File: config.mk
export PLATFORM = sky130hd
export DESIGN_NAME = turn_sequencer_fsm
export DESIGN_NICKNAME = d
export VERILOG_FILES = /design/src/rtl/turn_sequencer_fsm.sv
export SDC_FILE = /design/constraint.sdc
export NUM_CORES = 1
export LEC_CHECK = 0
export CAP_MARGIN = 25
export CORE_ASPECT_RATIO = 2
export CORE_MARGIN = 3
export CORE_UTILIZATION = 40
export CTS_BUF_LIST = sky130_fd_sc_hd__clkbuf_8 sky130_fd_sc_hd__clkbuf_16
export CTS_CLUSTER_SIZE = 25
export DETAILED_ROUTE_END_ITERATION = 16
export PLACE_DENSITY = 0.69
export RECOVER_POWER = 50
export SLEW_MARGIN = 20
export SYNTH_ARGS = -nofsm -noshare
export SYNTH_HDL_FRONTEND = slang
export SYNTH_SLANG_ARGS = --single-unit
export TNS_END_PERCENT = 5
File: constraint.sdc
create_clock -name clk -period 2.55 [get_ports clk]
set_input_delay 0.255 -clock clk [delete_from_list [all_inputs] [get_ports clk]]
set_output_delay 0.255 -clock clk [all_outputs]
set_load 0.01 [all_outputs]
File: src/rtl/turn_sequencer_fsm.sv
// turn_sequencer_fsm: game-control FSM for a two-player 3x3 board game.
// It tracks board occupancy, accepts or rejects moves, applies the turn
// timeout policy and detects wins and draws. The 4-bit state codes are fixed
// because the external 15-second turn timer decodes them directly.
module turn_sequencer_fsm #(
  parameter int AUTO_MOVE_EN = 1,
  parameter int CELLS        = 9
) (
  input  logic             clk,
  input  logic             rst,
  input  logic             start,
  input  logic             move_valid,
  input  logic [3:0]       move_pos,
  input  logic             finished,
  input  logic [3:0]       count,
  output logic [3:0]       current_state,
  output logic [3:0]       next_state,
  output logic [CELLS-1:0] board_p1,
  output logic [CELLS-1:0] board_p2,
  output logic             active_player,
  output logic [1:0]       winner,
  output logic [3:0]       time_left,
  output logic             move_ack,
  output logic             move_err
);

  typedef enum logic [3:0] {
    IDLE     = 4'b0000,
    P1_TURN  = 4'b0001,
    VALIDATE = 4'b0010,
    P2_TURN  = 4'b0110,
    RESULT   = 4'b0111
  } state_t;

  state_t           state;
  state_t           state_d;
  logic [CELLS-1:0] board_p1_d;
  logic [CELLS-1:0] board_p2_d;
  logic             active_player_d;
  logic [1:0]       winner_d;
  logic [3:0]       move_cnt;
  logic [3:0]       move_cnt_d;
  logic             move_ack_d;
  logic             move_err_d;

  logic [CELLS-1:0] occ;
  logic [15:0]      occ_ext;
  logic [CELLS-1:0] place_mask;
  logic [3:0]       free_idx;
  logic             mover;
  logic             legal;

  // True when any of the eight rows, columns or diagonals is fully owned.
  function automatic logic has_line(input logic [CELLS-1:0] b);
    has_line = (b[0] & b[1] & b[2]) | (b[3] & b[4] & b[5]) | (b[6] & b[7] & b[8]) |
               (b[0] & b[3] & b[6]) | (b[1] & b[4] & b[7]) | (b[2] & b[5] & b[8]) |
               (b[0] & b[4] & b[8]) | (b[2] & b[4] & b[6]);
  endfunction

  // Lowest-index empty cell; returns 15 when the board is full.
  function automatic logic [3:0] lowest_free(input logic [CELLS-1:0] o);
    lowest_free = 4'd15;
    for (int i = CELLS - 1; i >= 0; i--) begin
      if (!o[i]) lowest_free = 4'(i);
    end
  endfunction

  assign occ           = board_p1 | board_p2;
  // Zero-extended so out-of-range positions 9..15 index a defined 0 bit.
  assign occ_ext       = {{(16 - CELLS){1'b0}}, occ};
  assign mover         = (state == P2_TURN);
  assign legal         = move_valid && (move_pos < 4'(CELLS)) && !occ_ext[move_pos];
  assign free_idx      = lowest_free(occ);
  assign current_state = state;
  assign next_state    = state_d;
  assign time_left     = ((state == P1_TURN) || (state == P2_TURN)) ? (4'd15 - count) : 4'd0;

  // Next-state, board, score and handshake decisions for the coming edge.
  always_comb begin
    state_d         = state;
    board_p1_d      = board_p1;
    board_p2_d      = board_p2;
    active_player_d = active_player;
    winner_d        = winner;
    move_cnt_d      = move_cnt;
    move_ack_d      = 1'b0;
    move_err_d      = 1'b0;
    place_mask      = '0;
    case (state)
      IDLE: begin
        if (start) begin
          state_d         = P1_TURN;
          board_p1_d      = '0;
          board_p2_d      = '0;
          winner_d        = 2'b00;
          move_cnt_d      = 4'd0;
          active_player_d = 1'b0;
        end
      end
      P1_TURN, P2_TURN: begin
        if (legal) begin
          place_mask = {{(CELLS - 1){1'b0}}, 1'b1} << move_pos;
          move_cnt_d = move_cnt + 4'd1;
          move_ack_d = 1'b1;
          state_d    = VALIDATE;
        end else begin
          // An illegal move is still reported even when the timeout wins.
          move_err_d = move_valid;
          if (finished) begin
            if ((AUTO_MOVE_EN != 0) && (free_idx < 4'(CELLS))) begin
              place_mask = {{(CELLS - 1){1'b0}}, 1'b1} << free_idx;
              move_cnt_d = move_cnt + 4'd1;
              state_d    = VALIDATE;
            end else begin
              // Forfeit: hand the turn over; the code change restarts the timer.
              active_player_d = ~mover;
              state_d         = mover ? P1_TURN : P2_TURN;
            end
          end
        end
        if (mover) board_p2_d = board_p2 | place_mask;
        else       board_p1_d = board_p1 | place_mask;
      end
      VALIDATE: begin
        if (has_line(active_player ? board_p2 : board_p1)) begin
          winner_d = active_player ? 2'b10 : 2'b01;
          state_d  = RESULT;
        end else if (move_cnt == 4'(CELLS)) begin
          winner_d = 2'b11;
          state_d  = RESULT;
        end else begin
          active_player_d = ~active_player;
          state_d         = active_player ? P1_TURN : P2_TURN;
        end
      end
      RESULT: begin
        if (start) begin
          state_d         = P1_TURN;
          board_p1_d      = '0;
          board_p2_d      = '0;
          winner_d        = 2'b00;
          move_cnt_d      = 4'd0;
          active_player_d = 1'b0;
        end else if (finished) begin
          state_d = IDLE;
        end
      end
      default: state_d = IDLE;
    endcase
  end

  // State and game registers; async reset wipes any partial game at once.
  always_ff @(posedge clk or posedge rst) begin
    if (rst) begin
      state         <= IDLE;
      board_p1      <= '0;
      board_p2      <= '0;
      active_player <= 1'b0;
      winner        <= 2'b00;
      move_cnt      <= 4'd0;
      move_ack      <= 1'b0;
      move_err      <= 1'b0;
    end else begin
      state         <= state_d;
      board_p1      <= board_p1_d;
      board_p2      <= board_p2_d;
      active_player <= active_player_d;
      winner        <= winner_d;
      move_cnt      <= move_cnt_d;
      move_ack      <= move_ack_d;
      move_err      <= move_err_d;
    end
  end

endmodule

==> summary.md, run 1 <==
| Metric | Value |
|---|---|
| Drt pass-1 iters | 4 |
| Worst Hold Class | register to register |
| Leak Pwr | between 1 and 1.5 nW |
| RSZ-0062 raised after global routing | true |
| Worst path cell trace | or2_2 -> o221ai_2 -> a41o_1 -> a31oi_2 -> nand3_1 -> o21ai_0 -> a21o_1 -> clkbuf_2 |
| GR met3 Demand/Resource | 3.645% |
| Worst setup EP type | primary output |
| WP depth | 8 |
| Gpl congestion | 0.9206 |
| Global-route wire length before repair | between 10 and 15 mm |
| Initial antenna violation count | 0 |
| Yosys reg bits | 31 |
| Rel. slew slack | -12.75% |
| Tmin final | between 2000 and 2500 ps |
| Grt ovf | 0 |
| Maxcap violations | 1 |
| Max VDD drop | 0.3838 mV |
| Final Net Count | 355 |
| Peak Freq | 0.4033 GHz |
| Cell Rows | 35 |
| Endpoints failing setup | 0 |
| # placed instances | 385 |
| Met2 Use GR | around 44% |
| Drt first-iter violations | between 100 and 150 |
| CP arrival | 2220 ps |
| Crit-path max FO | 4 |
| Gate Count Post-Synth | 237 |
| Status | complete, but fails checks |
| Die width | 56.03 um |
| DRC viols | 0 |
| Global-route total usage across every layer | 23.72% |
| Clock Sinks | 31 |
| CP Buf/Inv Count | 1 |
| Total Wirelength | 6.808 mm |
| FF-to-FF Start | board_p2[1]$_DFFE_PP0P_ |
| GRT Max-Usage Layer | met2 |
| Clock slew at reported path FFs | 70 ps |
| Critical Path Source Type | register |
| Area Growth Syn to Fin | 53.75% |
| Crit path largest cell delay | ~410 ps |
| Hold Worst Slack | 512.1 ps |
| Fraction of layout cells with a size suffix above 1 | 26.39% |
| Synth Area per Inst | 8.447 um^2 |
| Synth top area cells | dfrtp_1, nor2_1, nand2_1 |
| Hold Buf Count CTS | 0 |
| Largest net degree at the start of global routing | 32 |
| H-tree depth | 2 |
| Sequential area share after synthesis | 38.75% |
| Setup crit start | board_p2[8]$_DFFE_PP0P_ |
| DR WL/cell | 17.19 um |
| Syn Std Cell Area | approximately 2000 um^2 |
| Reg2Reg Depth | 7 |
| Clock Path Buffers | 2 |
| Post-DP HPWL | 5.178 mm |
| PwrDens | 541.7 nW/um^2 |
| Clk_skew | 9.188 ps |
| CTS tree | yes |
| IO Port Bufs | 46 |
| Worst slew pin tran | approximately 1700 ps |
| Worst endpoint required time | between 2000 and 2500 ps |
| Root buf cell | clkbuf_8 |
| Total of warnings raised by yosys | 0 |
| Final antenna-violating net count | 0 |
| Critical Setup Path Class | register to primary output |
| Number of global-route vias before repair | approximately 2,300 |
| Post-synth top area share | approximately two fifths |
| Top_reg_cell synth | dfrtp_1 |
| Number of distinct library cells after synthesis | 50 |
| Pins Over Slew Limit | 32 |
| CP max-delay cell | dfrtp_1 |
| Final instance area | 3078 um^2 |
| Number of synthesized flops with an enable pin | 0 |
| FF-to-FF End | move_cnt[3]$_DFFE_PP0P_ |
| Core Area | 4730 um^2 |
| Critical Path End | next_state[0] |
| Area leader, netlist | dfrtp_1 |
| Reg2reg setup slack | between 100 and 150 ps |
| Hold Vio Cnt, Final | 0 |
| Drt via density | approximately 5.7 |
| Die height | ~110 um |
| Hold Startpoint | move_cnt[2]$_DFFE_PP0P_ |
| Final cell count without fillers | 396 |
| Starting Density | 42.33% |
| Total CTS buffers | 5 |
| Diode count | 0 |
| FFs w/ async S/R, synth | 100.0% |
| Met1 Resource Use GR | 23.43% |
| Part of the cycle the worst path needs | 97.23% |
| Top delay family on crit path | compound AO/OA/AOI/OAI gates |
| Clk Latency, worst-skew pair | approximately 290 ps |
| Io pins | 48 |
| Failing checks | capacitance limit, slew limit |
| DP Area | 2883 um^2 |
| Die ar. | around 5900 um^2 |
| Via count | 2,257 |
==> logic make-up (layout without fill, tap and decap cells) <==
family | count (synthesis) | count (layout) | synth area share (%)
AO/OA/AOI/OAI | 73 | 73 | 25.19
adder cells (fa/ha/maj) | 2 | 2 | 1.250
buffers and inverters | 14 | 117 | 3.813
flip-flops | 31 | 31 | 38.75
multiplexers | 6 | 6 | 4.250
other | 1 | 2 | 0.1873
AND/OR/NAND/NOR | 110 | 110 | 26.56
==> area by class of cell <==
cell class	instances	area, um^2
multi-input combinational	193	1215
fill	412	1652
sequential	31	777.0
tap	55	68.82
clock inverter	2	35.03
timing repair buffer	102	873.3
clock buffer	6	82.58
inverter	7	26.28
==> metrics by stage <==
step | utilization, % | setup slack [ps] | power [mW] | TNS (ps)
floorplan | - | 203.4 | 0.8762 | 0
global placement | 60.95 | -346.9 | 1.140 | -1601
detailed placement | 60.95 | -478.3 | 1.151 | -2453
CTS | 64.34 | -40.66 | 1.668 | -40.66
global route | 65.08 | -50.67 | 1.764 | -143.6
finish | 65.08 | 70.53 | 1.667 | 0
==> sequential cells by signal (all words and copies together) (netlist names) <==
register and cells:
board_p1 9, current_state 4, move_ack 1, move_cnt 4, winner 2, move_err 1, board_p2 9, active_player 1
==> repair_timing <==
item / 4_1_cts / 5_1_grt
buffers inserted: 1 / 2
endpoints found under the hold margin: 0 / 0
cloned: 0 / 0
setup endpoints to repair: 3 / 4
gates resized for setup: 21 / 10
pin swaps: 2 / 4
==> synthesized netlist by cell type, drive strengths merged, types with 5 or more instances <==
cell / instances
a22o: 10
inv: 7
nand2b: 7
a21oi: 19
nor2: 38
o21ai: 12
nand3: 6
or2: 11
nor3: 5
dfrtp: 31
nand2: 27
o221ai: 10
==> worst min-delay path by stage <==
stage / slack, ps / depth (start not counted) / to
floorplan: 360 / 1 / active_player$_DFFE_PP0P_
global placement: 500 / 2 / winner[1]$_DFFE_PP0P_
detailed placement: 510 / 1 / move_cnt[2]$_DFFE_PP0P_
CTS: 360 / 3 / current_state[3]$_DFF_PP0_
global route: 540 / 1 / move_cnt[2]$_DFFE_PP0P_
finish: 510 / 1 / move_cnt[2]$_DFFE_PP0P_
==> metal layers <==
layer / part of all wire (%) / routed length, um
met3: 4.1 / 280
met4: 5.7 / 391
met5: 0 / 0
met2: 55 / 3773
met1: 35 / 2363
==> report_power, final <==
group	total [mW]	switching [mW]	internal, mW
sequential	0.610	0.0660	0.544
combinational	0.549	0.283	0.267
clock	0.508	0.192	0.316
total	1.67	0.540	1.13
==> cells in the final DEF (no fill, tap or decap), types with 6 or more instances in the layout <==
| cell type | netlist | routed |
|---|---|---|
| buf_4 | 1 | 52 |
| clkdlybuf4s50_1 | 0 | 38 |
| nor2_1 | 38 | 36 |
| dfrtp_1 | 31 | 30 |
| nand2_1 | 27 | 27 |
| a21oi_1 | 19 | 18 |
| o21ai_0 | 12 | 10 |
| o221ai_1 | 10 | 9 |
| a22o_1 | 9 | 9 |
| inv_1 | 7 | 7 |
| nand2b_1 | 7 | 7 |
| nand3_1 | 6 | 6 |
| clkbuf_8 | 0 | 6 |
Note: power is estimated with default switching activity, not from simulation.
==> run 2: changes to the inputs <==
--- a/config.mk
+++ b/config.mk
@@ -5,6 +5,7 @@
 export SDC_FILE = /design/constraint.sdc
 export NUM_CORES = 1
 export LEC_CHECK = 0
+export ABC_AREA = 0
 export CAP_MARGIN = 25
 export CORE_ASPECT_RATIO = 2
 export CORE_MARGIN = 3
@@ -18,4 +19,3 @@
 export SYNTH_ARGS = -nofsm -noshare
 export SYNTH_HDL_FRONTEND = slang
 export SYNTH_SLANG_ARGS = --single-unit
-export TNS_END_PERCENT = 5
==> summary.md, run 2 (synthesis results as in run 1) <==
| Metric | Value |
|---|---|
| Crit-path max FO | 4 (unchanged) |
| Final antenna-violating net count | 0 (unchanged) |
| Total Wirelength | 6.870 mm (+0.91%) |
| Hold Startpoint | move_cnt[2]$_DFFE_PP0P_ |
| H-tree depth | 2 (unchanged) |
| Critical Setup Path Class | register to register |
| Part of the cycle the worst path needs | 98.49% (+1.3 points) |
| Hold Vio Cnt, Final | 0 (unchanged) |
| Switching Share | 32.43% (about the same) |
| Leading cell type in the layout, fill and taps excluded | buf_4 |
| Final cell count without fillers | 398 (+0.51%) |
| CP arrival | 2730 ps (+510 ps) |
| RSZ-0062 raised after global routing | true |
| Core Area | 4730 um^2 (unchanged) |
| Clk Latency, worst-skew pair | 290 ps (about the same) |
| Grt ovf | 0 (unchanged) |
| Starting Density | 42.33% (unchanged) |
| DR WL/cell | 17.26 um (+0.40%) |
| Total CTS buffers | 5 (unchanged) |
| Crit path largest cell delay | 480 ps (+70 ps) |
| FF+latch area | 777.0 um^2 (unchanged) |
| Leak Pwr | 1.439 nW (+1.7%) |
| Endpoints failing setup | 0 (unchanged) |
| Maxcap violations | 1 (unchanged) |
| Worst slew pin tran | 1696 ps (+4.546 ps) |
| Tmin final | 2512 ps (+32.13 ps) |
| Number of global-route vias before repair | 2,325 (+0.39%) |
| Io pins | 48 (unchanged) |
| Diode count | 0 (unchanged) |
| TNS Setup | 0 ps (unchanged) |
| Worst path cell trace | or2_1 -> mux4_2 -> a22o_4 -> buf_4 -> or2_1 -> o211a_2 -> or4_1 -> nand2_1 |
| CP dominant cell by count | or2_1 |
| Global-route total usage across every layer | 23.77% (+0.050 points) |
| Gpl congestion | 0.9206 (unchanged) |
| PwrDens | 538.6 nW/um^2 (-0.58%) |
| Worst endpoint required time | 2770 ps (+470 ps) |
| Setup crit start | board_p2[1]$_DFFE_PP0P_ |
| Clock share of power | 30.3% (about the same) |
| Global-route wire length before repair | 11.03 mm (+0.25%) |
| Initial antenna violation count | 0 (unchanged) |
| Area Growth Syn to Fin | 55.44% |
| Pins Over Slew Limit | 32 (unchanged) |
| Critical Path Source Type | register |
| Drt pass-1 iters | 5 (+1) |
| Commonest cells after routing, fill and taps aside | buf_4, clkdlybuf4s50_1, nor2_1, dfrtp_1, nand2_1 |
| Failing checks | capacitance limit, slew limit |
| Die height | 106.0 um (unchanged) |
| Rel. slew slack | -13.05% (-0.30 points) |
| Top delay family on crit path | simple AND/OR/NAND/NOR gates |
| IO Port Bufs | 46 (unchanged) |
| Sw power | 0.5435 mW (+0.55%) |
| Layout fillers | 403 (-2.2%) |
| FF-to-FF Start | board_p2[1]$_DFFE_PP0P_ |
| Reg power frac | 36.4% (-0.2 points) |
| Clock Path Buffers | 2 (unchanged) |
| Clock slew at reported path FFs | 70 ps (about the same) |
| Pint | 1.132 mW (+0.50%) |
| Clk_skew | 9.021 ps (-0.1671 ps) |
| Root buf cell | clkbuf_8 |
| Via count | 2,289 (+1.4%) |
| Fraction of layout cells with a size suffix above 1 | 27.41% (+1.0 points) |
| Die width | 56.03 um (unchanged) |
| Post-DP HPWL | 5.178 mm (unchanged) |
| Hold Buf Count CTS | 0 (unchanged) |
| Final Power | 1.676 mW (+0.52%) |
| CP Buf/Inv Count | 1 (unchanged) |
| Hold Worst Slack | 512.9 ps (+0.7770 ps) |
| Drt via density | 5.751 (+0.91%) |
| Multi-input gate area | 1239 um^2 (+2.0%) |
| Drt first-iter violations | 112 (+8.7%) |
| CTS tree | yes |
| DRC viols | 0 (unchanged) |
| Worst setup EP type | register |
| CP max-delay cell | mux4_2 |
| Final Net Count | 357 (+0.56%) |
| Worst Hold Class | register to register |
| Peak Freq | 0.3982 GHz (-1.3%) |
| Die ar. | 5941 um^2 (unchanged) |
| Largest net degree at the start of global routing | 32 (unchanged) |
| Clock Sinks | 31 (unchanged) |
| Registers with the most flip-flops | board_p1 (9), board_p2 (9) |
| Gate power share | 33.3% (+0.3 points) |
| # placed instances | 385 (unchanged) |
| Status | complete, but fails checks |
| Cell Rows | 35 (unchanged) |
| Max VDD drop | 0.3824 mV (-0.37%) |
run 2: cell types whose count changed in the layout (fill, tap and decap cells not counted), sizes merged:
| cell | previous run | this run |
|---|---|---|
| dlymetal6s2s | 0 | 1 |
| clkdlybuf4s50 | 38 | 37 |
| buf | 57 | 60 |
| clkbuf | 8 | 7 |
run 2: worst reg2reg max path: stages, from the launching register on:
cell,delay (ps)
dfrtp_1,390
or2_1,240
mux4_2,480
a22o_4,280
buf_4,130
or2_1,230
o211a_2,150
or4_1,460
nand2_1,70
run 2: path summary, 6_finish.rpt:
| kind | end | slack, ps | depth (start not counted) |
|---|---|---|---|
| setup / recovery | move_cnt[3]$_DFFE_PP0P_ | 40 | 8 |
| hold / removal | move_cnt[2]$_DFFE_PP0P_ | 510 | 1 |
| setup reg to reg | move_cnt[3]$_DFFE_PP0P_ | 40 | 8 |
| hold reg to reg | move_cnt[2]$_DFFE_PP0P_ | 510 | 1 |
| max in group asynchronous | current_state[2]$_DFF_PP0_ | 450 | 3 |
| min in group asynchronous | current_state[3]$_DFF_PP0_ | 990 | 3 |
run 2: cell type report:
class	count	share of cell area, %
clock buffers	6	2.654
clock inverters	2	1.126
inverters	7	0.8444
multi-input cells	193	39.81
flip-flops and latches	31	24.97
well taps	55	2.212
repair buffers	104	28.39
run 2: per-layer routing:
metal  track usage [%]  wire length [um]
met2             44.22              3833
met1             23.51              2400
met5                 0                 0
met4             15.45               324
met3             3.524               312
run 2: through the flow:
stage | setup slack, ps | instance area [um^2] | utilization [%]
after floorplan | 203.4 | 2006 | -
final | 38.39 | 3112 | 65.79
after global routing | -59.31 | 3112 | 65.79
after global placement | -346.9 | 2883 | 60.95
after detailed placement | -478.3 | 2883 | 60.95
after CTS | 0.4969 | 3060 | 64.71
run 2: power groups by stage:
stage / registers, mW / clock network, mW / logic, mW
6_report: 0.610 / 0.509 / 0.557
5_1_grt: 0.619 / 0.544 / 0.610
4_1_cts: 0.609 / 0.516 / 0.548
3_5_place_dp: 0.616 / 0 / 0.535
3_3_place_gp: 0.613 / 0 / 0.527
2_1_floorplan: 0.630 / 0 / 0.246
run 2: repair_timing:
| item | in CTS | in global routing |
|---|---|---|
| gates resized for setup | 23 | 12 |
| buffers inserted | 3 | 2 |
| endpoints found under the setup margin | 3 | 8 |
| endpoints found under the hold margin | 0 | 0 |
| pin swaps | 6 | 6 |
